[src/rtl/wb_data_master.sv]
// wb_data_master
// Wishbone B4 pipelined-mode initiator for the core's data-side memory stage.
// Converts one load/store request at a time into one bus transaction and
// returns read data or an error as a single-cycle response pulse.
//
// Optional feature: define WB_MASTER_TIMEOUT_EN to build a watchdog that
// terminates a transaction with an error once it has been open for
// TIMEOUT_CYCLES cycles without ack/err. Without the macro the transaction
// stays open until the slave answers and TIMEOUT_CYCLES is ignored.

module wb_data_master #(
    parameter int unsigned TIMEOUT_CYCLES = 255
) (
    input  logic        wb_clk_i,
    input  logic        wb_rst_i,

    // Core request side
    input  logic        req_valid,
    output logic        req_ready,
    input  logic        req_we,
    input  logic [31:0] req_addr,
    input  logic [31:0] req_wdata,
    input  logic [3:0]  req_be,

    // Core response side
    output logic        resp_valid,
    output logic [31:0] resp_rdata,
    output logic        resp_err,

    // Wishbone initiator
    output logic        wb_cyc_o,
    output logic        wb_stb_o,
    output logic        wb_we_o,
    output logic [31:0] wb_adr_o,
    output logic [31:0] wb_dat_o,
    output logic [3:0]  wb_sel_o,
    input  logic        wb_stall_i,
    input  logic        wb_ack_i,
    input  logic        wb_err_i,
    input  logic [31:0] wb_dat_i
);

    typedef enum logic [1:0] {
        ST_IDLE = 2'd0,
        ST_REQ  = 2'd1,
        ST_WAIT = 2'd2
    } state_t;

    state_t state_reg;
    state_t state_next;

    logic        timeout_hit;
    logic        bus_done;

    logic        we_reg;
    logic [31:0] adr_reg;
    logic [31:0] dat_reg;
    logic [3:0]  sel_reg;

    logic        resp_valid_reg;
    logic        resp_err_reg;
    logic [31:0] resp_rdata_reg;

    // A named marker scope appears in the elaborated hierarchy when the
    // parameter is outside its supported range, making misconfiguration easy
    // to spot in synthesis reports.
    generate
        if (TIMEOUT_CYCLES < 2 || TIMEOUT_CYCLES > 65535) begin : g_timeout_cycles_out_of_range
        end
    endgenerate

`ifdef WB_MASTER_TIMEOUT_EN
    localparam int unsigned     CNT_W    = $clog2(TIMEOUT_CYCLES + 1);
    localparam logic [CNT_W-1:0] CNT_LAST = CNT_W'(TIMEOUT_CYCLES - 1);

    logic [CNT_W-1:0] tmo_cnt_reg;

    // Watchdog: cleared while idle (so it starts at 0 on the handshake edge),
    // counts every cycle the bus cycle is open.
    always_ff @(posedge wb_clk_i or posedge wb_rst_i) begin
        if (wb_rst_i) begin
            tmo_cnt_reg <= '0;
        end else if (state_reg == ST_IDLE) begin
            tmo_cnt_reg <= '0;
        end else begin
            tmo_cnt_reg <= tmo_cnt_reg + 1'b1;
        end
    end

    // The counter reaches TIMEOUT_CYCLES on this edge, so completion is
    // registered on the same edge: cyc stays open exactly TIMEOUT_CYCLES cycles.
    assign timeout_hit = (state_reg != ST_IDLE) && (tmo_cnt_reg == CNT_LAST);
`else
    assign timeout_hit = 1'b0;
`endif

    // Responses are only honoured while the bus cycle is open; anything
    // arriving with cyc low is a spurious or late answer and is dropped.
    assign bus_done = (state_reg != ST_IDLE) && (wb_ack_i || wb_err_i || timeout_hit);

    // State register
    always_ff @(posedge wb_clk_i or posedge wb_rst_i) begin
        if (wb_rst_i) begin
            state_reg <= ST_IDLE;
        end else begin
            state_reg <= state_next;
        end
    end

    // Next-state logic: a response in REQ completes directly, even in the
    // acceptance cycle.
    always_comb begin
        state_next = state_reg;
        case (state_reg)
            ST_IDLE: begin
                if (req_valid) begin
                    state_next = ST_REQ;
                end
            end
            ST_REQ: begin
                if (bus_done) begin
                    state_next = ST_IDLE;
                end else if (!wb_stall_i) begin
                    state_next = ST_WAIT;
                end
            end
            ST_WAIT: begin
                if (bus_done) begin
                    state_next = ST_IDLE;
                end
            end
            default: begin
                state_next = ST_IDLE;
            end
        endcase
    end

    // Bus control outputs decode straight from the state so that an
    // asynchronous reset drops cyc/stb immediately.
    always_comb begin
        req_ready = 1'b0;
        wb_cyc_o  = 1'b0;
        wb_stb_o  = 1'b0;
        case (state_reg)
            ST_IDLE: req_ready = 1'b1;
            ST_REQ: begin
                wb_cyc_o = 1'b1;
                wb_stb_o = 1'b1;
            end
            ST_WAIT: wb_cyc_o = 1'b1;
            default: req_ready = 1'b0;
        endcase
    end

    // Capture the request at the handshake and hold it until the next one;
    // write data is zeroed for loads.
    always_ff @(posedge wb_clk_i or posedge wb_rst_i) begin
        if (wb_rst_i) begin
            we_reg  <= 1'b0;
            adr_reg <= '0;
            dat_reg <= '0;
            sel_reg <= '0;
        end else if (state_reg == ST_IDLE && req_valid) begin
            we_reg  <= req_we;
            adr_reg <= req_addr;
            dat_reg <= req_we ? req_wdata : 32'h0;
            sel_reg <= req_be;
        end
    end

    // One-cycle response pulse; err beats ack, an ack beats a coincident
    // timeout, and read data is only returned for a clean load ack.
    always_ff @(posedge wb_clk_i or posedge wb_rst_i) begin
        if (wb_rst_i) begin
            resp_valid_reg <= 1'b0;
            resp_err_reg   <= 1'b0;
            resp_rdata_reg <= '0;
        end else begin
            resp_valid_reg <= bus_done;
            resp_err_reg   <= bus_done && (wb_err_i || (timeout_hit && !wb_ack_i));
            resp_rdata_reg <= (bus_done && wb_ack_i && !wb_err_i && !we_reg) ? wb_dat_i : 32'h0;
        end
    end

    assign wb_we_o    = we_reg;
    assign wb_adr_o   = adr_reg;
    assign wb_dat_o   = dat_reg;
    assign wb_sel_o   = sel_reg;
    assign resp_valid = resp_valid_reg;
    assign resp_err   = resp_err_reg;
    assign resp_rdata = resp_rdata_reg;

endmodule

[config.mk]
export PLATFORM = sky130hd
export DESIGN_NAME = wb_data_master
export DESIGN_NICKNAME = d
export VERILOG_FILES = /design/src/rtl/wb_data_master.sv
export SDC_FILE = /design/constraint.sdc
export NUM_CORES = 1
export LEC_CHECK = 0
export BUFFER_PORTS_ARGS = -buffer_cell sky130_fd_sc_hd__buf_2
export CELL_PAD_IN_SITES_DETAIL_PLACEMENT = 0
export CELL_PAD_IN_SITES_GLOBAL_PLACEMENT = 1
export CORE_AREA = 5 5 113 115
export CTS_CLUSTER_DIAMETER = 80
export DETAILED_ROUTE_END_ITERATION = 8
export DIE_AREA = 0 0 118 120
export GPL_ROUTABILITY_DRIVEN = 1
export HOLD_SLACK_MARGIN = 0.15
export PLACE_DENSITY_LB_ADDON = 0.1
export SLEW_MARGIN = 0
export SYNTH_ARGS = -nofsm -noshare
export SYNTH_HDL_FRONTEND = slang
export SYNTH_SLANG_ARGS = --single-unit
[constraint.sdc]
create_clock -name wb_clk_i -period 8.3 [get_ports wb_clk_i]
set_input_delay 0 -clock wb_clk_i [delete_from_list [all_inputs] [get_ports wb_clk_i]]
set_output_delay 0 -clock wb_clk_i [all_outputs]
set_load 0.05 [all_outputs]
==> metrics.md, run 1 <==
| Metric | Value |
|---|---|
| Fraction of the mapped netlist area in compound gates | `4.32%` |
| Quantity of I/O buffers inserted on ports | `212` |
| H-Tree Level Count | `3` |
| Post-synthesis cell area | `0.00405 mm²` |
| Number of buffers inserted by post-CTS setup repair | `0` |
| Number of instances resized during post-cts repair | `0` |
| Post-Synthesis Mean Instance Area | `13.1 µm²` |
| First error | `[ERROR RSZ-0060] Max buffer count reached.` |
| Post-synthesis adder-cell area fraction | `1.24%` |
| Run status | `did not finish` |
| Placed wire-length estimate | `7.34 mm` |
| Number of I/O pins | `213` |
| Cell count after synthesis | `308` |
| Initial standard-cell utilization of the core | `34.6%` |
| Last flow stage reached | `4_1_cts` |
| Leading area contributor after synthesis | `dfrtp_1` |
| Vert. Die Dim | `120 µm` |
| Routability cong. | `0.700` |
| Sequential area share after synthesis | `64.9%` |
| Synth warnings | `0` |
| Cts bufs inserted | `9` |
| Synth Area in XOR/XNOR | `0%` |
| Count of cell types in the netlist | `19` |
| Number of synthesized register bits | `105` |
| Die X | `118 µm` |
| Mux contribution to synthesized area | `14.1%` |
| Area fraction of the dominant cell type after synthesis | `64.9%` |
| Hold buffers post-CTS | `134` |
| Top post-synthesis cells by area | `dfrtp_1 65%, mux2_4 13%, nand2_1 6.1%` |
| Cell chosen for the clock root | `clkbuf_16` |
| Simple-gate portion of the synthesized area | `between 10% and 20%` |
| Maximum number of buffers from clock root to sink | `2` |
| Main combinational cell family by area after synthesis | `multiplexers` |
| Clock net sink count | `105` |
| Synthesized Nets | `419` |
| Number of core rows | `40` |
-- cell usage after synthesis --
| library cell | instances |
|---|---|
| mux2_4 | 36 |
| clkbuf_1 | 11 |
| inv_1 | 4 |
| nand2_2 | 1 |
| nand2_1 | 66 |
| and2_1 | 33 |
| o21bai_1 | 1 |
| dfrtp_1 | 105 |
| o21ai_0 | 27 |
| o31ai_1 | 1 |
| nor4b_4 | 1 |
| ha_1 | 4 |
| nor2b_1 | 2 |
| mux2i_1 | 1 |
| o21ai_1 | 5 |
| nor3_1 | 1 |
| buf_2 | 2 |
| mux2_2 | 2 |
| buf_6 | 5 |
-- stage by stage --
stage               utilization [%]  cells  instance area, µm²  setup slack [ns]
detailed placement             44.5    651                5210              5.90
floorplan                         -    308                4050              5.54
global placement               44.5    651                5210              5.95
-- kinds of logic after synthesis --
kind of cell / Yosys count
AO/OA/AOI/OAI: 34
adder cells (fa/ha/maj): 4
buffers and inverters: 22
flip-flops: 105
multiplexers: 39
AND/OR/NAND/NOR: 104
==> run 2, diff against run 1 <==
- CELL_PAD_IN_SITES_DETAIL_PLACEMENT: 0 -> default
- CELL_PAD_IN_SITES_GLOBAL_PLACEMENT: 1 -> default
- CORE_AREA: 5 5 113 115 -> 5 5 107 109
- CTS_CLUSTER_DIAMETER: 80 -> default
- DIE_AREA: 0 0 118 120 -> 0 0 112 114
- HOLD_SLACK_MARGIN: 0.15 -> default
- PLACE_DENSITY_LB_ADDON: 0.1 -> 0.15
==> run 2 against run 1 <==
  * The run now ends clean
  * Area after synthesis did not move
  * Synthesized cell count did not move
==> metrics.md, run 2 <==
| Metric | Value |
|---|---|
| Run status | `finished, final reports clean` |
| Number of optimization iterations in the first detailed-route pass | `4` |
| Cell count after synthesis | `308` |
| Number of I/O pins | `213` |
| Post-Synthesis Mean Instance Area | `13.1 µm²` |
| Pre-CTS setup slack | `a little under 6 ns` |
| Post-Route Hold Slack | `0.0732 ns` |
| Vert. Die Dim | `114 µm` |
| Share of final-layout standard cells stronger than drive strength 1 | `43.2%` |
| Count of pins over their slew limit | `0` |
| Synthesized Nets | `approximately 420` |
| WL/cell | `14.5 µm` |
| Critical path capture point type | `register` |
| Die X | `112 µm` |
| Worst-path clk slew | `0.10 ns` |
| Global-route wire length before repair | `18.2 mm` |
| Req. time, crit path | `8.57 ns` |
| Post-route core utilization | `about three fifths` |
| DR vias | `~3300` |
| Count of cell types in the netlist | `19` |
| Number of synthesized register bits | `105` |
| Dominant cell by count in the synthesized netlist | `dfrtp_1` |
| Critical path buffer and inverter count | `2` |
| H-Tree Level Count | `3` |
| Post-synthesis cell area | `0.00405 mm²` |
| Total Routed Length | `about 11 mm` |
| Setup violations, final | `0` |
| TritonCTS clock tree | `done` |
| # diodes | `0` |
| CP cell instances | `inv_1 > ha_1 > nand2_4 > buf_4 > mux2_2` |
| ANT nets after route | `0` |
| CP max stage delay | `0.62 ns` |
| Placeable core region | `0.0105 mm²` |
| Count of final hold-check violations | `0` |
| Initial standard-cell utilization of the core | `about two fifths` |
| Number of flops mapped to enable cells by yosys | `0` |
| Static Leakage | `0.00348 µW` |
| Post-DP Area | `0.00520 mm²` |
| Area taken by multi-input logic gates | `0.00131 mm²` |
| Max stage delay cell, worst path | `buf_4` |
| Sequential cell area in the final layout | `around 0.0026 mm²` |
| Setup repair after global routing missed its margin | `false` |
| DRC violations left | `0` |
| Leading area contributor after synthesis | `dfrtp_1` |
| Post-route design area | `0.00644 mm²` |
| Max Fclk | `410 MHz` |
| Power per cell area | `386 mW/mm²` |
| Sequential area share after synthesis | `64.9%` |
| Worst min path class | `in -> reg` |
| Maximum number of pins on one net before global-route repair | `63` |
| Final critical-path required period | `roughly 2.4 ns` |
| Relative slew slack | `26.1%` |
| Drt via density | `4.33` |
| Number of core rows | `38` |
| Most frequent cells after synthesis | `105 x dfrtp_1, 66 x nand2_1, 36 x mux2_4` |
| Family with the most delay on the worst path | `buffers and inverters` |
| Highest-count cells in the layout ignoring fill and taps | `212 x buf_2, 105 x dfrtp_1, 103 x dlygate4sd3_1` |
| Antenna violations before repair | `0` |
| Placed wire-length estimate | `7.22 mm` |
| Cell chosen for the clock root | `clkbuf_8` |
| Routability cong. | `about 0.79` |
| Die Outline Area | `between 0.01 and 0.015 mm²` |
| Worst slew pin tran | `1.10 ns` |
| Maximum number of buffers from clock root to sink | `2` |
| Vias in the first global route | `3683` |
| Clk_skew | `0.00726 ns` |
| Number of instances resized during post-cts repair | `0` |
| Maximum vdd ir drop | `0.233 mV` |
| Clock net sink count | `between 100 and 150` |
| Clock latency on the worst-skew pair | `0.37 ns` |
| Most frequent standard cell in the layout excluding fill and tap cells | `buf_2` |
| Nets | `729` |
| Path type of the worst setup path | `reg -> reg` |
| Dominant register cell in the synthesized netlist | `dfrtp_1` |
| Synth warnings | `0` |
| Part of the cycle the worst path needs | `29.4%` |
| Filler Cell Count | `870` |
| Top post-synthesis cells by area | `dfrtp_1 65%, mux2_4 13%, nand2_1 6.1%` |
| Critical path data arrival time | `2.71 ns` |
| Max-Cap Viols | `0` |
| Tot GR Track Use | `18.0%` |
| Peak fanout along the critical path | `62` |
| Smallest setup slack after layout | `just under 6 ns` |
| Cts bufs inserted | `9` |
| Crit start category | `register` |
| Overflow left after global routing | `0` |
| Area fraction of the dominant cell type after synthesis | `64.9%` |
| Quantity of I/O buffers inserted on ports | `212` |
| Proportion of register bits with asynchronous set or reset after synthesis | `100%` |
| Aggregate negative setup slack | `0 ns` |
| First-iteration detailed-routing DRC count | `127` |
| Area Growth Syn to Fin | `59.1%` |
==> run 2: cell counts after synthesis <==
No cell type changed its count.
==> run 2: cell families (layout without fill, tap and decap cells) <==
family,Yosys count,after routing,share of synthesized area (%)
DFF,105,105,64.9
and+or+nand+nor,104,104,12.4
muxes,39,39,14.1
AOI/OAI and AO/OA,34,34,4.33
buffers and inverters,22,337,3.03
adders and majority gates,4,4,1.24
==> run 2: path summary, 6_finish.rpt <==
check,startpoint,end,slack [ns],depth (start not counted)
worst min register to register,wb_dat_o[7],wb_dat_o[7],0.48,2
worst max register to register,state_reg[0],wb_sel_o[2],5.86,5
worst min-delay path,wb_stall_i,state_reg[1],0.07,4
max in group asynchronous,wb_rst_i,resp_rdata[7],6.89,4
worst max-delay path,state_reg[0],wb_sel_o[2],5.86,5
min in group asynchronous,wb_rst_i,resp_rdata[12],0.26,3
==> run 2: per-stage QoR <==
| stage | power, µW | instances |
|---|---|---|
| final | 2490 | 763 |
| after global routing | 2620 | 763 |
| after CTS | 2520 | 763 |
| after detailed placement | 2130 | 644 |
| after global placement | 2110 | 644 |
| after floorplan | 1840 | 308 |
==> run 2: power by group <==
part	internal, µW	switching [µW]
Sequential	700	94.1
Combinational	385	968
Clock	170	171
==> run 2: worst reg2reg max path, stage by stage (launching register included) <==
cell and delay (ns):
dfrtp_1 0.38, inv_1 0.09, ha_1 0.31, nand2_4 0.50
buf_4 0.63, mux2_2 0.43
==> run 2: what timing repair did <==
action                                 CTS  global route
endpoints found under the hold margin  153             0
hold buffers                           103             0
buffers inserted                         0             0
==> run 2: area by class of cell <==
cell class	count	share of cell area (%)
Timing Repair Buffer	317	32.7
Inverter	4	0.272
Multi-Input combinational cell	181	20.3
Tap cell	140	2.72
Sequential cell	105	40.8
Clock buffer	11	2.04
Clock inverter	5	1.24
==> run 2: layer usage <==
metal	vias to the layer above	GRT usage [%]	wire, µm
met5	-	0	0
met4	0	5.77	121
met1	1558	21.4	4560
li1	1608	-	-
met3	10	7.27	969
met2	128	30.1	5430
No activity file was read; power rests on OpenSTA's default activity.
==> run 3, diff against run 2 <==
- ABC_AREA: default -> 1
- CORE_AREA: 5 5 107 109 -> 5 5 106 108
- DIE_AREA: 0 0 112 114 -> 0 0 111 113
- clock period: 8.3 -> 2.3 ns (I/O delays scaled with it)
==> run 3 against run 2 <==
  * Clock skew about the same
  * Sequential share of layout area up 0.70 points
  * Die area down 1.8%
  * Power rose to 3.4 times the previous value
  * Utilization up 1.2 points
  * Sequential cell count unchanged
  * Combinational power rose to 3.3 times the previous value
  * Largest cell class unchanged
  * Highest routed layer is now met5
==> metrics.md, run 3 <==
| Metric | Value |
|---|---|
| Vert. Die Dim | `between 100 and 150 µm` |
| Area fraction of the dominant cell type after synthesis | `66.2%` |
| Setup violations, final | `0` |
| Run status | `finished, final reports clean` |
| Initial standard-cell utilization of the core | `39.1%` |
| FF-to-FF End | `wb_we_o` |
| Clock net sink count | `105` |
| Maximum number of pins on one net before global-route repair | `88` |
| Cell chosen for the clock root | `clkbuf_8` |
| Final critical-path required period | `1.90 ns` |
| Clock latency on the worst-skew pair | `0.35 ns` |
| Nets | `847` |
| Crit start category | `register` |
| Filler Cell Count | `approximately 860` |
| Startpoint of the most critical hold path | `wb_stall_i` |
| Die Outline Area | `0.0125 mm²` |
| Tot GR Track Use | `18.9%` |
| Synthesized Nets | `539` |
| Number of synthesized register bits | `105` |
| Cells on worst reg2reg path | `5` |
| Drt via density | `around 4.3` |
| Clk_skew | `0.00704 ns` |
| Number of I/O pins | `about 210` |
| Count of cell types in the netlist | `12` |
| # diodes | `0` |
| DRC violations left | `0` |
| Path type of the worst setup path | `reg -> reg` |
| Maximum vdd ir drop | `0.686 mV` |
| Sequential area share after synthesis | `66.2%` |
| Placeable core region | `0.0101 mm²` |
| Global-route wire length before repair | `19.3 mm` |
| Aggregate negative setup slack | `0 ns` |
| Critical path data arrival time | `2.17 ns` |
| Met3 routed wirelength | `1.01 mm` |
| Quantity of I/O buffers inserted on ports | `212` |
| Most frequent cells after synthesis | `181 x nand2_1, 105 x dfrtp_1, 41 x inv_1` |
| Post-synthesis cell area | `just under 0.004 mm²` |
| Relative slew slack | `53.0%` |
| Part of the cycle the worst path needs | `82.8%` |
| Power per cell area | `1330 mW/mm²` |
| Number of optimization iterations in the first detailed-route pass | `6` |
| Number of cells on the worst hold path | `5` |
| Total Routed Length | `roughly 12 mm` |
| Vias in the first global route | `3988` |
| Proportion of register bits with asynchronous set or reset after synthesis | `100%` |
| WL/cell | `13.3 µm` |
| Count of pins over their slew limit | `0` |
| Max Fclk | `525 MHz` |
| Number of flops mapped to enable cells by yosys | `0` |
| H-Tree Level Count | `3` |
| Metal-1 WL | `~4.6 mm` |
| Synth warnings | `0` |
| Area Growth Syn to Fin | `59.7%` |
| Number of core rows | `37` |
| Cell count after synthesis | `between 400 and 500` |
| Routed length on met2 | `5.70 mm` |
| Post-Synthesis Mean Instance Area | `9.27 µm²` |
| Critical path capture point type | `register` |
| Worst min path class | `in -> reg` |
| Topmost layer with routed signal wires | `met5` |
| Share of final-layout standard cells stronger than drive strength 1 | `about a third` |
| Peak fanout along the critical path | `38` |
| Antenna violations before repair | `1` |
| Routability cong. | `0.740` |
| Dominant register cell in the synthesized netlist | `dfrtp_1` |
| Leading area contributor after synthesis | `dfrtp_1` |
| Max-Cap Viols | `0` |
| Dominant cell by count in the synthesized netlist | `nand2_1` |
| Worst-path clk slew | `0.09 ns` |
| Static Leakage | `between 0.003 and 0.004 µW` |
| Startpoint of the lowest-slack register-to-register path | `state_reg[0]` |
| Most frequent standard cell in the layout excluding fill and tap cells | `buf_2` |
| Worst slew pin tran | `0.705 ns` |
| ANT nets after route | `0` |
| Maximum number of buffers from clock root to sink | `2` |
| Count of final hold-check violations | `0` |
| First-iteration detailed-routing DRC count | `approximately 260` |
| Overflow left after global routing | `0` |
| Placed wire-length estimate | `7.52 mm` |
| Launch point of the critical path | `state_reg[0]` |
| Cts bufs inserted | `9` |
| Setup repair after global routing missed its margin | `false` |
| Top post-synthesis cells by area | `dfrtp_1 66%, nand2_1 17%, o21ai_0 4.3%` |
| Req. time, crit path | `2.57 ns` |
| Endpoint of the worst hold-timing path | `state_reg[0]` |
| Number of buffers inserted by post-CTS setup repair | `0` |
| DR vias | `3790` |
| Worst R2R Setup Slack | `0.40 ns` |
| Post-route core utilization | `62.5%` |
| Highest-count cells in the layout ignoring fill and taps | `212 x buf_2, 180 x nand2_1, 105 x dfrtp_1` |
| TritonCTS clock tree | `done` |
| Die X | `111 µm` |
[run 3: cell types whose count changed after synthesis, moves of 5 or more]
| cell | change |
|---|---|
| and2_1 | -33 |
| buf_2 | +8 |
| inv_1 | +37 |
| mux2_4 | -36 |
| nand2_1 | +115 |
| nor2_1 | +36 |
| o21ai_0 | +7 |
| o21ai_1 | -5 |
[run 3: cells by family (layout without fill, tap and decap cells)]
kind of cell	Yosys count	after routing	share of synthesized area [%]
adders and majority gates	4	4	1.26
and+or+nand+nor	221	221	21.1
DFF	105	105	66.2
AOI/OAI and AO/OA	34	34	4.29
buffers and inverters	64	376	7.16
[run 3: timing repair]
item,in CTS,in global routing
hold endpoints to repair,207,0
gates resized for setup,0,0
hold buffers,103,0
[run 3: layout make-up]
cell class / count / area [µm²] / area share, %
clock buffer: 13 / 169 / 2.67
multi-input combinational: 259 / 1060 / 16.7
inverter: 42 / 163 / 2.57
sequential: 105 / 2630 / 41.5
tap: 136 / 170 / 2.69
timing repair buffer: 319 / 2130 / 33.7
clock inverter: 2 / 12.5 / 0.198
[run 3: how the worst max path moves through the flow]
stage | to | slack [ns] | cells after the start
2_1_floorplan | wb_dat_o[10] | 0.54 | 7
3_3_place_gp | wb_we_o | 0.46 | 6
3_5_place_dp | wb_we_o | 0.41 | 6
4_1_cts | wb_we_o | 0.39 | 5
5_1_grt | wb_we_o | 0.21 | 6
6_report | wb_we_o | 0.40 | 5
[run 3: critical path: stages, from the launching register on]
cell and delay (ns):
dfrtp_1 0.39, inv_1 0.09, ha_1 0.26, nand2_2 0.27
clkinv_2 0.49, o21ai_0 0.31
[run 3: metrics by stage]
stage	setup slack (ns)	std cells	area [µm²]	hold WS [ns]	power, µW
2_1_floorplan	0.538	428	3970	0.106	6200
3_3_place_gp	0.458	758	5120	0.196	7190
3_5_place_dp	0.405	758	5120	0.199	7270
4_1_cts	0.395	876	6330	0.0772	8500
5_1_grt	0.214	876	6330	0.102	8900
6_report	0.396	876	6330	0.0965	8410
[run 3: routing by layer]
metal,track usage [%],vias to the layer above
met3,8.40,25
met5,0,-
met2,31.1,141
met4,6.81,2
li1,-,1886
met1,21.9,1736
[run 3: report_power, final]
group,switching [µW],internal [µW]
logic,3510,996
registers,338,2500
clock network,590,477
==> run 4, diff against run 3 <==
- clock period: 2.3 -> 1.9 ns (I/O delays scaled with it)
==> run 4 against run 3 <==
  * Power grew 22%
  * Wire length barely moved
  * Largest power group unchanged
  * Critical path depth is the same
==> metrics.md, run 4 (same netlist as run 3, synthesis figures left out) <==
| Metric | Value |
|---|---|
| Run status | `finished, final reports clean` |
| Part of the cycle the worst path needs | `86.6%` |
| Maximum number of pins on one net before global-route repair | `88` |
| Most frequent standard cell in the layout excluding fill and tap cells | `buf_2` |
| Nets | `848` |
| Critical path data arrival time | `1.91 ns` |
| Cts bufs inserted | `9` |
| First-iteration detailed-routing DRC count | `250` |
| Power per cell area | `1620 mW/mm²` |
| Post-route design area | `between 0.006 and 0.007 mm²` |
| Aggregate negative setup slack | `0 ns` |
| Tot GR Track Use | `18.8%` |
| Placeable core region | `0.0101 mm²` |
| Routability cong. | `about 0.76` |
| DRC violations left | `0` |
| Number of I/O pins | `approximately 210` |
| Max-Cap Viols | `0` |
| Worst min path class | `in -> reg` |
| Crit start category | `register` |
| Number of instances resized during post-cts repair | `0` |
| Overflow left after global routing | `0` |
| Antenna violations before repair | `1` |
| Count of final hold-check violations | `0` |
| Critical path capture point type | `register` |
| Number of core rows | `37` |
| ANT nets after route | `0` |
| Maximum vdd ir drop | `about 0.95 mV` |
| Post-DP Area | `0.00513 mm²` |
| Share of final-layout standard cells stronger than drive strength 1 | `between 30% and 40%` |
| Static Leakage | `0.00368 µW` |
| Vias in the first global route | `4003` |
| Post-Route Hold Slack | `0.0896 ns` |
| Peak fanout along the critical path | `38` |
| Max Fclk | `~610 MHz` |
| TritonCTS clock tree | `done` |
| Design Power | `10300 µW` |
| Maximum number of buffers from clock root to sink | `2` |
| Setup repair after global routing missed its margin | `false` |
| Clock latency on the worst-skew pair | `0.36 ns` |
| Vert. Die Dim | `approximately 110 µm` |
| Worst slew pin tran | `0.669 ns` |
| Quantity of I/O buffers inserted on ports | `212` |
| Total Routed Length | `11.6 mm` |
| Worst-path clk slew | `roughly 0.090 ns` |
| Highest-count cells in the layout ignoring fill and taps | `212 x buf_2, 180 x nand2_1, 105 x dfrtp_1` |
| Cell chosen for the clock root | `clkbuf_8` |
| # diodes | `0` |
| H-Tree Level Count | `3` |
| Path type of the worst setup path | `reg -> reg` |
| Drt via density | `4.37` |
| DR vias | `3836` |
| Area Growth Syn to Fin | `60.2%` |
| Hold buffers post-CTS | `103` |
| Req. time, crit path | `around 2.2 ns` |
| Die X | `111 µm` |
| Clock net sink count | `105` |
| Placed wire-length estimate | `7.48 mm` |
| Number of buffers inserted by post-CTS setup repair | `0` |
| Final critical-path required period | `1.64 ns` |
| Clk_skew | `0.00803 ns` |
| WL/cell | `~13 µm` |
| Initial standard-cell utilization of the core | `39.1%` |
| Global-route wire length before repair | `19.2 mm` |
| Relative slew slack | `55.4%` |
| Count of pins over their slew limit | `0` |
| Number of optimization iterations in the first detailed-route pass | `4` |
| Die Outline Area | `between 0.01 and 0.015 mm²` |
| Setup violations, final | `0` |
run 4: routing by layer:
metal,wire (µm),global-route usage (%),vias up
met5,13,0,-
met4,291,7.96,2
met3,953,6.84,25
met2,5650,31.2,155
met1,4700,22.2,1764
li1,-,-,1890
run 4: critical path, stage by stage (launching register included):
cell and delay, ns:
dfrtp_1 0.38, inv_1 0.09, ha_1 0.26, nand2_2 0.13
clkinv_2 0.40, o21ai_0 0.30
run 4: final cells by class:
class,instances,area [µm²]
Clock buffer,11,141
Sequential cell,105,2630
Timing Repair Buffer,320,2140
Inverter,42,163
Clock inverter,5,55.1
Tap cell,136,170
Fill cell,848,3780
Multi-Input combinational cell,259,1060
run 4: path summary, 6_finish.rpt:
kind                                end         start  slack, ns  depth (start not counted)
min reg2reg                wb_adr_o[10]  wb_adr_o[10]       0.48                          2
max in group asynchronous   wb_dat_o[1]      wb_rst_i       1.06                          4
max reg2reg                     wb_we_o  state_reg[0]       0.26                          5
max                             wb_we_o  state_reg[0]       0.26                          5
min in group asynchronous   wb_adr_o[9]      wb_rst_i       0.38                          4
min                        state_reg[0]    wb_stall_i       0.09                          5
run 4: stage by stage:
| stage | instances | setup slack (ns) | util [%] |
|---|---|---|---|
| 2_1_floorplan | 428 | 0.138 | - |
| 3_3_place_gp | 759 | 0.264 | 50.6 |
| 3_5_place_dp | 759 | 0.233 | 50.6 |
| 4_1_cts | 878 | 0.214 | 62.7 |
| 5_1_grt | 878 | 0.0267 | 62.7 |
| 6_report | 878 | 0.255 | 62.7 |
run 4: power breakdown:
group | switching (µW) | total, µW | internal (µW)
logic | 4270 | 5480 | 1210
registers | 401 | 3430 | 3030
clock network | 731 | 1370 | 642
total | 5400 | 10300 | 4880
